$ cat src/rtl/usb_ulpi_token_rx.sv
// usb_ulpi_token_rx: ULPI receive decoder separating RX CMDs from packet bytes and emitting token/SOF events.
// Define USB_RX_CRC5_CHECK_EN to reject tokens whose CRC5 residual is wrong.
module usb_ulpi_token_rx #(
    parameter int FILTER_ADDR = 0
) (
    input  logic        USB_CLKIN,
    input  logic        RST,
    input  logic [7:0]  USB_DATA_I,
    input  logic        USB_DIR,
    input  logic        USB_NXT,
    input  logic [6:0]  DEV_ADDR,
    output logic        TOKEN_VALID,
    output logic [3:0]  TOKEN_PID,
    output logic [6:0]  TOKEN_ADDR,
    output logic [3:0]  TOKEN_ENDP,
    output logic        SOF_VALID,
    output logic [10:0] SOF_FRAME,
    output logic [1:0]  LINESTATE,
    output logic        RX_ACTIVE,
    output logic        RX_ERR
);
    typedef enum logic [2:0] {S_IDLE, S_B1, S_B2, S_WAIT_END, S_DROP, S_EMIT} state_t;
`ifdef USB_RX_CRC5_CHECK_EN
    localparam int B2W = 8;
`else
    localparam int B2W = 3;
`endif
    state_t         r_state;
    logic           r_dir_d;
    logic           r_lock;
    logic [3:0]     r_pid;
    logic [7:0]     r_b1;
    logic [B2W-1:0] r_b2;
    logic           w_live;
    logic           w_pkt;
    logic           w_cmd;
    logic [1:0]     w_ev;
    logic           w_eop;
    logic           w_cmd_err;
    logic           w_pid_ok;
    logic           w_is_tok;
    logic           w_is_sof;
    logic           w_addr_hit;
    logic           w_crc_ok;

    // r_lock keeps bytes ignored after reset until the bus has been turned back to the link
    assign w_live     = USB_DIR & r_dir_d & ~r_lock;
    assign w_pkt      = w_live & USB_NXT;
    assign w_cmd      = w_live & ~USB_NXT;
    assign w_ev       = USB_DATA_I[5:4];
    assign w_eop      = ~USB_DIR | (w_cmd & ~w_ev[0]);
    assign w_cmd_err  = w_cmd & (w_ev == 2'b11);
    assign w_pid_ok   = USB_DATA_I[7:4] == ~USB_DATA_I[3:0];
    assign w_is_tok   = USB_DATA_I[1:0] == 2'b01;
    assign w_is_sof   = r_pid == 4'b0101;
    assign w_addr_hit = (FILTER_ADDR == 0) || (r_b1[6:0] == DEV_ADDR);

`ifdef USB_RX_CRC5_CHECK_EN
    function automatic logic [4:0] crc5(input logic [15:0] d);
        logic [4:0] c;
        c = 5'h1f;
        for (int i = 0; i < 16; i++) c = {c[3:0], 1'b0} ^ ((d[i] ^ c[4]) ? 5'b00101 : 5'b00000);
        return c;
    endfunction
    assign w_crc_ok = crc5({r_b2, r_b1}) == 5'b01100;
`else
    assign w_crc_ok = 1'b1;
`endif

    always_ff @(posedge USB_CLKIN) begin
        if (RST) begin
            r_state     <= S_IDLE;
            r_dir_d     <= 1'b0;
            r_lock      <= 1'b1;
            r_pid       <= '0;
            r_b1        <= '0;
            r_b2        <= '0;
            TOKEN_VALID <= 1'b0;
            TOKEN_PID   <= '0;
            TOKEN_ADDR  <= '0;
            TOKEN_ENDP  <= '0;
            SOF_VALID   <= 1'b0;
            SOF_FRAME   <= '0;
            LINESTATE   <= '0;
            RX_ACTIVE   <= 1'b0;
            RX_ERR      <= 1'b0;
        end else begin
            r_dir_d     <= USB_DIR;
            r_lock      <= r_lock & USB_DIR;
            TOKEN_VALID <= 1'b0;
            SOF_VALID   <= 1'b0;
            RX_ERR      <= 1'b0;
            if (w_cmd) begin
                LINESTATE <= USB_DATA_I[1:0];
                RX_ACTIVE <= w_ev[0];
            end
            case (r_state)
                S_IDLE, S_EMIT: begin
                    if (w_pkt) begin
                        r_pid   <= USB_DATA_I[3:0];
                        r_state <= (w_pid_ok && w_is_tok) ? S_B1 : S_DROP;
                        RX_ERR  <= ~w_pid_ok;
                    end else begin
                        r_state <= S_IDLE;
                    end
                end
                S_B1, S_B2: begin
                    if (w_cmd_err) begin
                        RX_ERR  <= 1'b1;
                        r_state <= S_DROP;
                    end else if (w_eop) begin
                        RX_ERR  <= 1'b1;
                        r_state <= S_IDLE;
                    end else if (w_pkt && r_state == S_B1) begin
                        r_b1    <= USB_DATA_I;
                        r_state <= S_B2;
                    end else if (w_pkt) begin
                        r_b2    <= USB_DATA_I[B2W-1:0];
                        r_state <= S_WAIT_END;
                    end
                end
                S_WAIT_END: begin
                    // Events are registered on the end-of-packet edge so they coincide with EMIT
                    if (w_cmd_err || w_pkt) begin
                        RX_ERR  <= 1'b1;
                        r_state <= S_DROP;
                    end else if (w_eop) begin
                        r_state <= S_EMIT;
                        if (!w_crc_ok) begin
                            RX_ERR <= 1'b1;
                        end else if (w_is_sof) begin
                            SOF_VALID <= 1'b1;
                            SOF_FRAME <= {r_b2[2:0], r_b1};
                        end else if (w_addr_hit) begin
                            TOKEN_VALID <= 1'b1;
                            TOKEN_PID   <= r_pid;
                            TOKEN_ADDR  <= r_b1[6:0];
                            TOKEN_ENDP  <= {r_b2[2:0], r_b1[7]};
                        end
                    end
                end
                S_DROP: begin
                    if (w_cmd_err) RX_ERR <= 1'b1;
                    else if (w_eop) r_state <= S_IDLE;
                end
                default: r_state <= S_IDLE;
            endcase
        end
    end
endmodule

$ cat config.mk
export PLATFORM = sky130hd
export DESIGN_NAME = usb_ulpi_token_rx
export DESIGN_NICKNAME = d
export VERILOG_FILES = /design/src/rtl/usb_ulpi_token_rx.sv
export SDC_FILE = /design/constraint.sdc
export NUM_CORES = 1
export LEC_CHECK = 0
export BUFFER_PORTS_ARGS = -buffer_cell sky130_fd_sc_hd__buf_2
export CORE_UTILIZATION = 40
export CTS_CLUSTER_SIZE = 24
export DETAILED_ROUTE_END_ITERATION = 8
export PLACE_DENSITY_LB_ADDON = 0.3
export SYNTH_ARGS = -nofsm -noshare
export SYNTH_HDL_FRONTEND = slang
export SYNTH_SLANG_ARGS = --single-unit
$ cat constraint.sdc
create_clock -name USB_CLKIN -period 2.25 [get_ports USB_CLKIN]
set_input_delay 0.1125 -clock USB_CLKIN [delete_from_list [all_inputs] [get_ports USB_CLKIN]]
set_output_delay 0.1125 -clock USB_CLKIN [all_outputs]
set_load 0.02 [all_outputs]
Yosys cells after proc, flatten, opt, wreduce, memory -nomap -nowiden
Index checks and enable logic that the tools add are counted. Widths: inputs -> output; s select.

Register bits: 52. Word-level logic and storage cells: 80.

Equality and inequality tests: 13. Multiplexer cells: 19. Bitwise gates (word level): 20. Reduce and logical (&&, ||, !) cells: 13.

Operators by type and width (number): $mux 3 (10); $reduce_and 4->1 (4); $pmux 3 s4 (1); $not 1->1 (11); $and 1x1->1 (7); $mux 1 (7); $eq 3x2->1 const B (2); $eq 3x3->1 const B (2); $ne 5x5->1 const B (1); $reduce_and 5->1 (1); $eq 4x3->1 const B (1); $eq 4x4->1 (1); $ne 2x2->1 const B (2); $not 4->4 (1); $pmux 1 s4 (1); $reduce_or 2->1 (2); $reduce_or 4->1 (1); $eq 3x1->1 const B (1); $logic_not 3->1 (1); $ne 3x3->1 const B (1); $eq 2x1->1 const B (1); $eq 2x2->1 const B (1); $logic_and 1x1->1 (2); $reduce_and 2->1 (1); 2 further kinds (2).

Logic depth before layout (Yosys ltp)
Word-level depth: 8. Gate-level depth with buffers: 7. Depth with buffers taken out: 4.

Least setup slack after synthesis
OpenSTA, ideal clock, no wires.

Path kind: register -> register. Start: register r_dir_d. End: register TOKEN_ADDR[0]. Setup time: 0.128 ns. Arrival: 1.804 ns. Setup slack: 0.318 ns. Stages on the path, launching flop included: 7. Buffers on the path: 2. Cell sequence: dfxtp_1 > or4b_4 > buf_6 > a211oi_4 > buf_6 > mux2i_1 > nor2_1.

Longest elaborated chain between the ends: 7. Elaborated cells between the ends (all ways): 10. Classes of those cells: bitwise: 8; reduce/logical: 2.

Ends and longest elaborated chain: start: declaration (RTL line 29) `logic r_dir_d;`; start signal: assignment (RTL line 73) `r_dir_d <= 1'b0;`; start signal: assignment (RTL line 88) `r_dir_d <= USB_DIR;`; $and 1x1->1 (*) (2 in a row) (RTL line 47) `assign w_live = USB_DIR & r_dir_d & ~r_lock;`; $and 1x1->1 (RTL line 49) `assign w_cmd = w_live & ~USB_NXT;`; $and 1x1->1 (RTL line 52) `assign w_cmd_err = w_cmd & (w_ev == 2'b11);`; $logic_or 1x1->1 (RTL line 124) `if (w_cmd_err || w_pkt) begin`; $not 1->1 (no line); $reduce_and 4->1 (no line) (*); end signal: assignment (RTL line 137) `TOKEN_ADDR <= r_b1[6:0];`; end: declaration (RTL line 14) `output logic [6:0] TOKEN_ADDR,`.

Mark *: on every way between the ends. The rest lies on a longest branch, timed or not. A chain may end at the register's enable or synchronous reset.

Final worst setup path
Start: register r_dir_d. End: register SOF_FRAME[9].

Longest elaborated chain between the ends: 7. Elaborated cells between the ends (all ways): 10. Classes of those cells: bitwise: 8; reduce/logical: 2.

Ends and longest elaborated chain: $and 1x1->1 (*) (2 in a row) (RTL line 47); $and 1x1->1 (RTL line 49); $and 1x1->1 (RTL line 52); $logic_or 1x1->1 (RTL line 124); $not 1->1 (no line); $reduce_and 4->1 (no line) (*); end signal: assignment (RTL line 133) `SOF_FRAME <= {r_b2[2:0], r_b1};`; end: declaration (RTL line 17) `output logic [10:0] SOF_FRAME,`.

Marked as above.

==> results.md <==
- CTS tree: built
- Final Hold Vio Count: 0
- Final net count: 297
- Largest net degree at the start of global routing: 39
- R2R cell count: 5
- Post-Synth Adder-Cell Area: 0%
- TritonRoute pass-1 iters: 4
- CP Capture Type: register
- Fin crit share: 81.9%
- Commonest non-fill, non-tap cell in the layout: dfxtp_1
- PortBufs: 43
- Post-layout util: 49.1%
- Post-Syn Nets: 260
- Starting Density: 42.3%
- Layout cells sized above 1: 22.2%
- Int Pwr: 1.20 mW
- # diodes: 0
- Root Buffer: clkbuf_8
- Die Y: 76.5 µm
- IO Count: 51
- GRT overflow: 0
- Synth Area in XOR/XNOR: 1.98%
- Final Slew Violations: 0
- Multiplexer area fraction after synthesis: 12.6%
- Sequential power share: 60.2%
- Met3 wire len: 312 µm
- Clk slew on worst S/H paths: 0.09 ns
- Commonest cells after routing, fill and taps aside: 52 x dfxtp_1, 43 x buf_2, 30 x nor2_1, 28 x mux2i_1, 19 x nand2_1
- Total CTS buffers: 5
- Post-route ant nets: 0
- Row cnt: 26
- Synth Area per Inst: 9.20 µm²
- Non-Filler Instances: 349
- Final RePlAce weighted congestion: 0.905
- Die width: 76.5 µm
- Total power draw: 1.54 mW
- H-tree lvl count: 2
- # fillers: 513
- Top_reg_cell synth: dfxtp_1
- Die ar.: 5840 µm²
- Post-CTS setup repair buffer count: 0
- HP Class: primary input to register
- Worst Path Max Fanout: 12
- Compound-gate portion of the synthesized area: 13.1%
- Via count: 1,845
- Floorplan core area: 5240 µm²
- Post-synthesis async set-or-reset flop share: 0%
- Global-route total usage across every layer: 16.5%
- Post-synth EDFFs: 0
- Hold Path Stages: 3
- Area grow syn2layout: 15.9%
- Combinational family with the most area after synthesis: simple AND/OR/NAND/NOR gates
- Vias in the first global route: 1,681
- Switching portion of total power: 22.3%
- Synth cell types: 40
- Max layer used: met4
- Fin crit period: 1.84 ns
- Slew @ Worst Pin: 0.666 ns
- Max-cap violations: 0
- Clock power frac: 35.0%
- Wire length per cell: 13.3 µm
- Worst endpoint required time: 2.41 ns
- DR DRC count: 0
- Max Fclk: 0.543 GHz
- Power Density: 600 nW/µm²
- Max_slew headroom: 55.6%
- NetSw: 343 µW
- First-pass GRT wire length: 7880 µm
- Worst EP arrival: 2.01 ns
- Initial antenna violation count: 0
- Cts hold-fix bufs: 0
- Clk_skew: 0.00482 ns
- Longest Clk Path Bufs: 2
- Synth Area in Simple Gates: 20.4%
- Final setup violation count: 0
- Leakage: 0.953 nW
- Cts repair resizes: 0
- Syn. warnings: 0
- RSZ-0062 raised after global routing: no
- Clk sinks: 52
- Worst skew pair latency: 0.30 ns
- Post-synthesis register bit count: 52
- Via/cell ratio: 5.29
- Met1 WL: 2230 µm
- Outcome: finished clean
- Setup tns final: 0 ns
- DP Wirelength: 3240 µm
- Worst setup SP type: register
- Syn Std Cell Area: 2220 µm²
- First DRT Iteration DRCs: 58
- Worst vdd ir: 0.396 mV
- Gate power share: 4.8%
- Placed instance count: 341
- Met2 WL: 2000 µm
- Setup CP Type: register to register
- Synth Instances: 241
- DRT Wirelength: 4640 µm
- Sequential cell area fraction in the yosys report: 47.0%
[stage by stage]
stage	setup WS (ns)	hold slack, ns	cell area (µm²)
global route	0.308	0.103	2570
finish	0.408	0.0870	2570
global placement	0.438	0.398	2480
CTS	0.404	0.0809	2570
floorplan	0.318	0.249	2220
detailed placement	0.426	0.403	2480
[synthesized netlist by cell type (3+ instances only)]
library cell | count | area [µm²]
nor2b_1 | 6 | 37.5
a21oi_1 | 18 | 90.1
nor2_1 | 30 | 113
xor2_1 | 5 | 43.8
dfxtp_1 | 52 | 1040
buf_6 | 3 | 33.8
nor3b_1 | 3 | 22.5
clkbuf_1 | 14 | 52.6
nor3_1 | 3 | 15.0
inv_1 | 4 | 15.0
mux2i_1 | 28 | 280
o21ai_0 | 10 | 50.1
nand2_1 | 19 | 71.3
a211oi_1 | 3 | 22.5
nand3_1 | 13 | 65.1
[layout make-up]
cell class	count	area (µm²)	area share (%)
multi-input combinational	167	1070	41.5
tap	70	87.6	3.41
sequential	52	1040	40.5
inverter	4	15.0	0.584
clock buffer	7	86.3	3.36
clock inverter	1	7.51	0.292
timing repair buffer	48	265	10.3
[flip-flops by register name, summed over array words and instances, names as in the netlist]
name and cells:
TOKEN_PID 4, TOKEN_ADDR 7, r_state 3, r_dir_d 1, TOKEN_VALID 1, r_b1 8
SOF_FRAME 11, RX_ERR 1, RX_ACTIVE 1, SOF_VALID 1, r_pid 4, TOKEN_ENDP 4
r_b2 3, r_lock 1, LINESTATE 2
[critical path, stage by stage, from the launching register on]
cell and delay (ns):
dfxtp_1 0.38, or4b_4 0.54, a211oi_2 0.23, buf_4 0.28, mux2i_1 0.21, nor2_1 0.05
[metal layers]
metal | global-route usage, % | vias up
met5 | 0 | -
met4 | 6.73 | 0
met3 | 4.67 | 13
met2 | 24.8 | 69
met1 | 22.1 | 857
li1 | - | 906
[power by group through the flow]
stage	Sequential, mW	Clock [mW]	Combinational (mW)
after detailed placement	0.949	0	0.0740
after global placement	0.949	0	0.0722
final	0.927	0.540	0.0740
after global routing	0.928	0.592	0.0810
after floorplan	0.948	0	0.0484
after CTS	0.927	0.558	0.0742
[final timing paths]
kind / endpoint / slack, ns / startpoint
worst max-delay path: SOF_FRAME[9]$_SDFFE_PP0P_ / 0.41 / r_dir_d$_SDFF_PP0_
worst min-delay path: r_b1[6]$_SDFFE_PP0P_ / 0.09 / USB_DATA_I[6]
worst max register to register: SOF_FRAME[9]$_SDFFE_PP0P_ / 0.41 / r_dir_d$_SDFF_PP0_
worst min register to register: r_b1[5]$_SDFFE_PP0P_ / 0.48 / r_b1[5]$_SDFFE_PP0P_
[kinds of logic (layout without fill, tap and decap cells)]
logic type / count (synthesis) / after routing
flip-flops: 52 / 52
multiplexers: 28 / 28
AO/OA/AOI/OAI: 45 / 45
buffers and inverters: 22 / 60
XOR/XNOR: 5 / 5
AND/OR/NAND/NOR: 89 / 89
No activity file was read; power rests on OpenSTA's default activity.
